$ cat config.mk
export PLATFORM = sky130hd
export DESIGN_NAME = axi4_st_tx
export DESIGN_NICKNAME = d
export VERILOG_FILES = /design/src/rtl/axi4_st_pkg.sv /design/src/rtl/axi4_st_fifo_mem.sv /design/src/rtl/axi4_st_tx.sv
export SDC_FILE = /design/constraint.sdc
export NUM_CORES = 1
export LEC_CHECK = 0
export ABC_AREA = 1
export CORE_MARGIN = 1
export CORE_UTILIZATION = 43
export DETAILED_ROUTE_END_ITERATION = 6
export SYNTH_ARGS = -nofsm -noshare
export SYNTH_HDL_FRONTEND = slang
export SYNTH_SLANG_ARGS = --single-unit
export TNS_END_PERCENT = 5
$ cat constraint.sdc
create_clock -name in_clk -period 3.5 [get_ports in_clk]
set_input_delay 0.7 -clock in_clk [delete_from_list [all_inputs] [get_ports in_clk]]
set_output_delay 0.7 -clock in_clk [all_outputs]
set_load 0.01 [all_outputs]
$ cat src/rtl/axi4_st_pkg.sv
// Shared constants, pointer-width helper and output-register layout for the
// AXI4-Stream transmitter.
package axi4_st_pkg;

  localparam int DEF_DATA_W = 16;
  localparam int DEF_DEPTH  = 8;
  localparam int DEF_LEN_W  = 8;

  // One extra MSB beyond the address bits tells full from empty.
  function automatic int ptr_width(input int depth);
    return $clog2(depth) + 1;
  endfunction

  typedef struct packed {
    logic [DEF_DATA_W-1:0] tdata;
    logic                  tlast;
  } out_reg_t;

endpackage

$ cat src/rtl/axi4_st_fifo_mem.sv
// Register-array storage for the transmit FIFO: one synchronous write port,
// one combinational read port.
module axi4_st_fifo_mem
  import axi4_st_pkg::*;
#(
  parameter int DATA_W = DEF_DATA_W,
  parameter int DEPTH  = DEF_DEPTH,
  parameter int AW     = $clog2(DEPTH)
) (
  input  logic              i_clk,
  input  logic              i_we,
  input  logic [AW-1:0]     i_waddr,
  input  logic [DATA_W-1:0] i_wdata,
  input  logic [AW-1:0]     i_raddr,
  output logic [DATA_W-1:0] o_rdata
);

  logic [DATA_W-1:0] r_mem [DEPTH];

  always_ff @(posedge i_clk) begin
    if (i_we) r_mem[i_waddr] <= i_wdata;
  end

  assign o_rdata = r_mem[i_raddr];

endmodule

$ cat src/rtl/axi4_st_tx.sv
// AXI4-Stream transmitter: write-strobe input, DEPTH-entry FIFO, registered
// master port with TLAST generated from a per-packet length.
module axi4_st_tx
  import axi4_st_pkg::*;
#(
  parameter int DATA_W = DEF_DATA_W,
  parameter int DEPTH  = DEF_DEPTH,
  parameter int LEN_W  = DEF_LEN_W
) (
  input  logic                     in_clk,
  input  logic                     in_rst_n,
  input  logic [DATA_W-1:0]        in_data,
  input  logic                     in_wr,
  input  logic [LEN_W-1:0]         in_pkt_len,
  output logic                     o_full,
  output logic [$clog2(DEPTH):0]   o_count,
  output logic                     o_overflow,
  input  logic                     in_clr_ovf,
  output logic [DATA_W-1:0]        m_tdata,
  output logic                     m_tvalid,
  output logic                     m_tlast,
  input  logic                     m_tready
);

  localparam int PW = ptr_width(DEPTH);
  localparam int AW = PW - 1;

  logic [PW-1:0]     r_wptr, r_rptr, r_count;
  logic              r_full, r_ovf;
  logic [DATA_W-1:0] r_tdata;
  logic              r_tvalid, r_tlast;
  logic [LEN_W-1:0]  r_beat, r_len;

  logic              w_empty, w_push, w_drop, w_load, w_last;
  logic [PW-1:0]     w_wptr_nxt, w_rptr_nxt;
  logic [DATA_W-1:0] w_rdata;
  logic [LEN_W-1:0]  w_len_eff, w_len_cur;

  // Handshake: a beat transfers on a rising edge where m_tvalid=1 and
  // m_tready=1. m_tvalid is a register and never looks at m_tready
  // combinationally; the register reloads only when empty or being taken.
  assign w_empty = (r_wptr == r_rptr);
  assign w_push  = in_wr & ~r_full;
  assign w_drop  = in_wr & r_full;
  assign w_load  = ~w_empty & (~r_tvalid | m_tready);

  assign w_wptr_nxt = r_wptr + PW'(w_push);
  assign w_rptr_nxt = r_rptr + PW'(w_load);

  // A zero length behaves as single-beat packets.
  assign w_len_eff = (in_pkt_len == '0) ? LEN_W'(1) : in_pkt_len;
  assign w_len_cur = (r_beat == '0) ? w_len_eff : r_len;
  assign w_last    = (r_beat == w_len_cur - LEN_W'(1));

  axi4_st_fifo_mem #(
    .DATA_W (DATA_W),
    .DEPTH  (DEPTH),
    .AW     (AW)
  ) u_mem (
    .i_clk   (in_clk),
    .i_we    (w_push),
    .i_waddr (r_wptr[AW-1:0]),
    .i_wdata (in_data),
    .i_raddr (r_rptr[AW-1:0]),
    .o_rdata (w_rdata)
  );

  always_ff @(posedge in_clk or negedge in_rst_n) begin
    if (!in_rst_n) begin
      r_wptr   <= '0;
      r_rptr   <= '0;
      r_count  <= '0;
      r_full   <= 1'b0;
      r_ovf    <= 1'b0;
      r_tdata  <= '0;
      r_tvalid <= 1'b0;
      r_tlast  <= 1'b0;
      r_beat   <= '0;
      r_len    <= '0;
    end else begin
      r_wptr  <= w_wptr_nxt;
      r_rptr  <= w_rptr_nxt;
      // Flags are registered from the next-state pointers.
      r_count <= w_wptr_nxt - w_rptr_nxt;
      r_full  <= ((w_wptr_nxt ^ w_rptr_nxt) == {1'b1, {AW{1'b0}}});

      if (w_drop)          r_ovf <= 1'b1;
      else if (in_clr_ovf) r_ovf <= 1'b0;

      if (w_load) begin
        r_tdata  <= w_rdata;
        r_tvalid <= 1'b1;
        r_tlast  <= w_last;
        if (r_beat == '0) r_len <= w_len_eff;
        r_beat   <= w_last ? '0 : r_beat + LEN_W'(1);
      end else if (r_tvalid && m_tready) begin
        r_tvalid <= 1'b0;
      end
    end
  end

  assign o_full     = r_full;
  assign o_count    = r_count;
  assign o_overflow = r_ovf;
  assign m_tdata    = r_tdata;
  assign m_tvalid   = r_tvalid;
  assign m_tlast    = r_tlast;

endmodule

==> results of run 1 <==
## state kept, by name, summed over array words and instances, names as in the netlist
signal	flops
r_wptr	4
m_tlast	1
u_mem.r_mem	128
r_len	8
m_tvalid	1
m_tdata	16
o_count	4
r_beat	8
o_full	1
r_rptr	4
o_overflow	1
## path summary, 6_finish.rpt
kind                            startpoint           to  slack (ns)
worst max-delay path             r_beat[0]    r_beat[5]        0.61
worst min-delay path              in_rst_n     r_len[7]        0.20
worst max register to register   r_beat[0]    r_beat[5]        0.61
worst min register to register  m_tdata[3]   m_tdata[3]        0.48
max in group asynchronous         in_rst_n  m_tdata[14]        2.68
min in group in_clk             m_tdata[3]   m_tdata[3]        0.48
## cell usage after synthesis (all sizes together)
master	number	area share, %
o21ai	77	5.0
nor2	99	5.2
o22ai	16	1.3
o211ai	16	1.5
ha	10	1.6
edfxtp	128	50
xnor2	10	1.1
clkinv	2	0.097
nand4	2	0.16
nand3	23	1.7
nor4	1	0.081
clkbuf	24	1.2
o221ai	16	1.8
xor2	9	1.1
a21oi	1	0.064
buf	8	0.63
inv	63	3.0
fa	1	0.26
nor3	3	0.19
nand2	164	8.7
or2	1	0.11
o31ai	1	0.097
dfrtp	48	15
## routing by layer
layer  share of wire [%]  track usage (%)  vias to the layer above
li1                    -                -                     2577
met3                 4.0             3.65                       23
met4                 1.9             8.64                        0
met2                  50             35.3                      119
met5                   0                0                        -
met1                  44             25.2                     2709
## power groups by stage
stage               sequential (mW)  clock (mW)  combinational (mW)
CTS                            3.06        1.94                3.93
floorplan                      3.05           0                2.68
detailed placement             3.10           0                3.91
global placement               3.08           0                3.81
global route                   3.11        2.01                4.45
finish                         3.06        1.90                3.93
## final cells by class
type / count / area [sq um] / area share, %
clock inverter: 13 / 163 / 1.78
timing repair buffer: 71 / 658 / 7.19
clock buffer: 19 / 433 / 4.73
multi-input combinational: 450 / 2330 / 25.4
inverter: 65 / 244 / 2.67
tap: 225 / 282 / 3.08
sequential: 176 / 5050 / 55.1
## per-stage QoR
step                      instances  worst slack, ns
after floorplan                 723            0.845
after detailed placement        987            0.442
final                          1019            0.607
after CTS                      1019            0.621
after global placement          987            0.508
after global routing           1019            0.249
## cell families after synthesis
| group | share of synthesized area (%) |
|---|---|
| xor+xnor | 2.24 |
| simple gates | 16.1 |
| fa+ha+maj | 1.87 |
| flops | 65.0 |
| buf+inv | 4.94 |
| compound gates | 9.77 |
==> reports/metrics.cfg, run 1 <==
[synthesis]
ys_ff_latch=176
ys_seq_area_share_pct=65.0
synth_cell_types=33
syn_nets=763
syn_area_per_cell_sq_um=10.7
netlist_area_sq_um=7760
yosysWarnings=0
syn_inst=723

[clock_tree]
cts_tree=yes
cts.sinks=176
cts_root_buf=clkbuf_16
insertion_delay_ns=0.43
htreeDepth=4
clk_path_buf_depth=2
cts_hold_buf=0
path_clk_slew_ns=0.07
cts.repair.resized=0
cts_setup_buffers=0
cts_buffers=17

[layout]
mostFrequentLayoutCells=149 x nand2_1, 128 x edfxtp_1, 91 x nor2_1, 75 x o21ai_0, 56 x inv_1
mostFrequentLayoutCell=nand2_1
syn_to_final_growth_pct=18.0
insertedDiodeCount=0
final_util_pct=52.4
design_area_sq_um=9160
layout-drive-gt1-share_pct=10.6
fill_cells=1520
final_net_count=821

[routing]
drt_pass1_iterations=4
totalWireLength_um=17500
drc_errors=0
wl_per_cell_um=17.2
via_count=5428
antenna_left=0
drt_iter0_drc=306
post_drt_via_cell_ratio=5.33

[critical_path]
slowest_delay_ns=0.44
start_kind=flop
crit_path_top_delay_cell=dfrtp_1
path_max_fanout=13
r2r_cells=19
cp_top_family=simple AND/OR/NAND/NOR gates
path_cells=inv_1 > ha_1 > nand3_2 > nor2_4 > or2_4 > nand2_4 > ha_1 > xnor2_1 > inv_1 > nand2_1 > nand2_1 > inv_1 > nand3_1 > nor2_1 > nand2_1 > nor2_2 > nand3_2 > nand2_1 > inv_1
crit_required_ns=3.82
crit_type=reg2reg
arrival_ns=3.21
path_buf_inv=4
path_depth=19
end_kind=flop

[pwr]
p_int_mw=5.33
pwr-share-seq_pct=34.4
p_sw_mw=3.56
power.density_nw_per_um2=971
leakagePower_nw=3.65
pwr-share-clk_pct=21.4
finalPower_mw=8.89
swShare_pct=40.1
ir_drop_v=0.000473
combPwrFrac_pct=44.2

[timing]
finalMaxSlewViolations=0
fin_hold_ws_ns=0.203
fin_crit_ns=2.89
hold_viol_final=0
fin_crit_sh_pct=82.6
rsz0062_at_grt=no
max_freq_ghz=0.346
clock-skew-final_ns=0.0174
slew-limit-headroom_pct=27.2
worstMarginPinSlew_ns=1.09
setup_viol=0
finalSetupTns_ns=0

[grt]
grt_pass1_vias=5466
grt_pass1_wl_um=28200
grt_max_degree=44
grt_use_total_pct=20.5
grt_overflow_total=0
grt_antenna_before_repair=0

[floorplan]
ios=53
die_area_sq_um=18600
die_w_um=136
core_area_sq_um=17500
die_h_um=136
initial_core_util_pct=44.4
rows=48

[placement]
dpl.hpwl_um=10900
gp_congestion=0.901
placed_cell_area_sq_um=8560
io_buffers=52

[status]
status=finished, final reports clean

[job]
maxCapViolCount=0

[worst_hold_path]
hold_class=in2async

Power figures use the tool's default switching activity.
==> inputs of run 2 (changes only) <==
- clock period: 3.5 -> 2.7 ns (I/O delays scaled with it)
==> reports/metrics.cfg, run 2 (synthesis results as in run 1) <==
[status]
status=finished, final reports clean

[layout]
design_area_sq_um=9210  ; +0.64%
instances_no_fill=1032  ; +1.3%
final_net_count=834  ; +1.6%
mostFrequentLayoutCell=nand2_1
syn_to_final_growth_pct=18.8
top_register=u_mem.r_mem
layout-drive-gt1-share_pct=12.6  ; +2.1 points
largest_reg_flops=128  ; unchanged
mostFrequentLayoutCells=149 x nand2_1, 128 x edfxtp_1, 90 x nor2_1, 75 x o21ai_0, 55 x inv_1
final_util_pct=52.7  ; +0.34 points
insertedDiodeCount=0  ; unchanged

[grt]
grt_overflow_total=0  ; unchanged
grt_pass1_wl_um=27700  ; -1.8%
grt_max_degree=66  ; +50%
grt_use_total_pct=20.1  ; -0.41 points
grt_pass1_vias=5345  ; -2.2%
grt_antenna_before_repair=0  ; unchanged

[pwr]
finalPower_mw=11.3  ; +28%
ir_drop_v=0.000954  ; +100%
leakagePower_nw=3.68  ; +0.97%
power.density_nw_per_um2=1230  ; +27%

[floorplan]
die_h_um=136  ; unchanged
rows=48  ; unchanged
initial_core_util_pct=44.4  ; unchanged
core_area_sq_um=17500  ; unchanged
die_w_um=136  ; unchanged
die_area_sq_um=18600  ; unchanged
ios=53  ; unchanged

[job]
maxCapViolCount=0  ; unchanged

[placement]
dpl.hpwl_um=10400  ; -3.9%
dpl_worst_slack_ns=-0.121  ; -0.563 ns
io_buffers=52  ; unchanged
placed_cell_area_sq_um=8630  ; +0.88%
gp_congestion=0.862  ; -4.3%
place_inst=997  ; +1.0%

[timing]
fin_crit_ns=2.46  ; -0.431 ns
setup_viol=0  ; unchanged
worstMarginPinSlew_ns=0.678  ; -0.412 ns
fin_hold_ws_ns=0.234  ; +0.0307 ns
finalMaxSlewViolations=0  ; unchanged
clock-skew-final_ns=0.00866  ; -0.00878 ns
slew-limit-headroom_pct=54.8  ; +28 points
hold_viol_final=0  ; unchanged
worst_slack_ns=0.238  ; -0.369 ns
fin_crit_sh_pct=91.2  ; +8.5 points
finalSetupTns_ns=0  ; unchanged
max_freq_ghz=0.406  ; +17%

[routing]
dr_wl_met2_um=8610  ; -1.3%
dr_wl_met3_um=1040  ; +48%
drt_pass1_iterations=5  ; +1
highest_layer=met4
antenna_left=0  ; unchanged
post_drt_via_cell_ratio=5.19  ; -2.6%
totalWireLength_um=17400  ; -0.50%
drc_errors=0  ; unchanged
wl_met1_um=7580  ; -2.1%
drt_iter0_drc=375  ; +23%
wl_per_cell_um=16.9  ; -1.8%
via_count=5352  ; -1.4%

[critical_path]
crit_type=reg2reg
crit_required_ns=3.02  ; -0.80 ns
start_kind=flop
end_kind=flop
arrival_ns=2.78  ; -0.43 ns
path_max_fanout=7  ; -6

[clock_tree]
cts_hold_buf=0  ; unchanged
clk_path_buf_depth=2  ; unchanged
insertion_delay_ns=0.42  ; about the same
cts.sinks=176  ; unchanged
path_clk_slew_ns=0.07  ; about the same
htreeDepth=4  ; unchanged
cts_tree=yes
cts_root_buf=clkbuf_16
cts_buffers=17  ; unchanged

[worst_hold_path]
hold_class=in2async

[run 2: layout make-up]
cell class	instances	area, sq um
fillers	1498	8260
flip-flops and latches	176	5050
multi-input cells	450	2350
repair buffers	84	756
clock buffers	21	450
well taps	225	282
inverters	65	244
clock inverters	11	81.3
[run 2: what timing repair did]
item / CTS / global route
setup buffers: 0 / 3
setup endpoints to repair: 0 / 8
resized for setup: 0 / 6
[run 2: power breakdown]
part	total (mW)	internal [mW]	switching, mW
combinational	5.21	1.97	3.24
clock	2.24	1.21	1.03
sequential	3.90	3.58	0.323
[run 2: path summary, 6_finish.rpt]
| path | depth (start not counted) | slack, ns | from | endpoint |
|---|---|---|---|---|
| max in group asynchronous | 2 | 1.97 | in_rst_n | r_rptr[0] |
| worst max-delay path | 19 | 0.24 | r_beat[1] | r_beat[3] |
| worst min register to register | 2 | 0.48 | m_tdata[3] | m_tdata[3] |
| worst max register to register | 19 | 0.24 | r_beat[1] | r_beat[3] |
| worst min-delay path | 2 | 0.23 | in_rst_n | o_overflow |
| min in group in_clk | 2 | 0.48 | m_tdata[3] | m_tdata[3] |
[run 2: critical path, stage by stage, from the launching register on]
cell and delay [ns]:
dfrtp_1 0.39, inv_1 0.11, ha_4 0.15, nand3_2 0.09, nor2_4 0.18, or2_4 0.17
nand2_4 0.04, ha_2 0.20, xnor2_2 0.18, inv_1 0.06, nand2_1 0.08, nand2_1 0.06
inv_1 0.05, nand3_1 0.07, nor2_1 0.10, nand2_1 0.07, nor2_2 0.09, nand3_2 0.13
nand2_1 0.11, inv_1 0.04
[run 2: layer usage]
| metal | track usage, % | vias up |
|---|---|---|
| met5 | 0 | - |
| met4 | 5.93 | 0 |
| met3 | 4.29 | 16 |
| met2 | 34.4 | 154 |
| met1 | 25.4 | 2575 |
| li1 | - | 2607 |
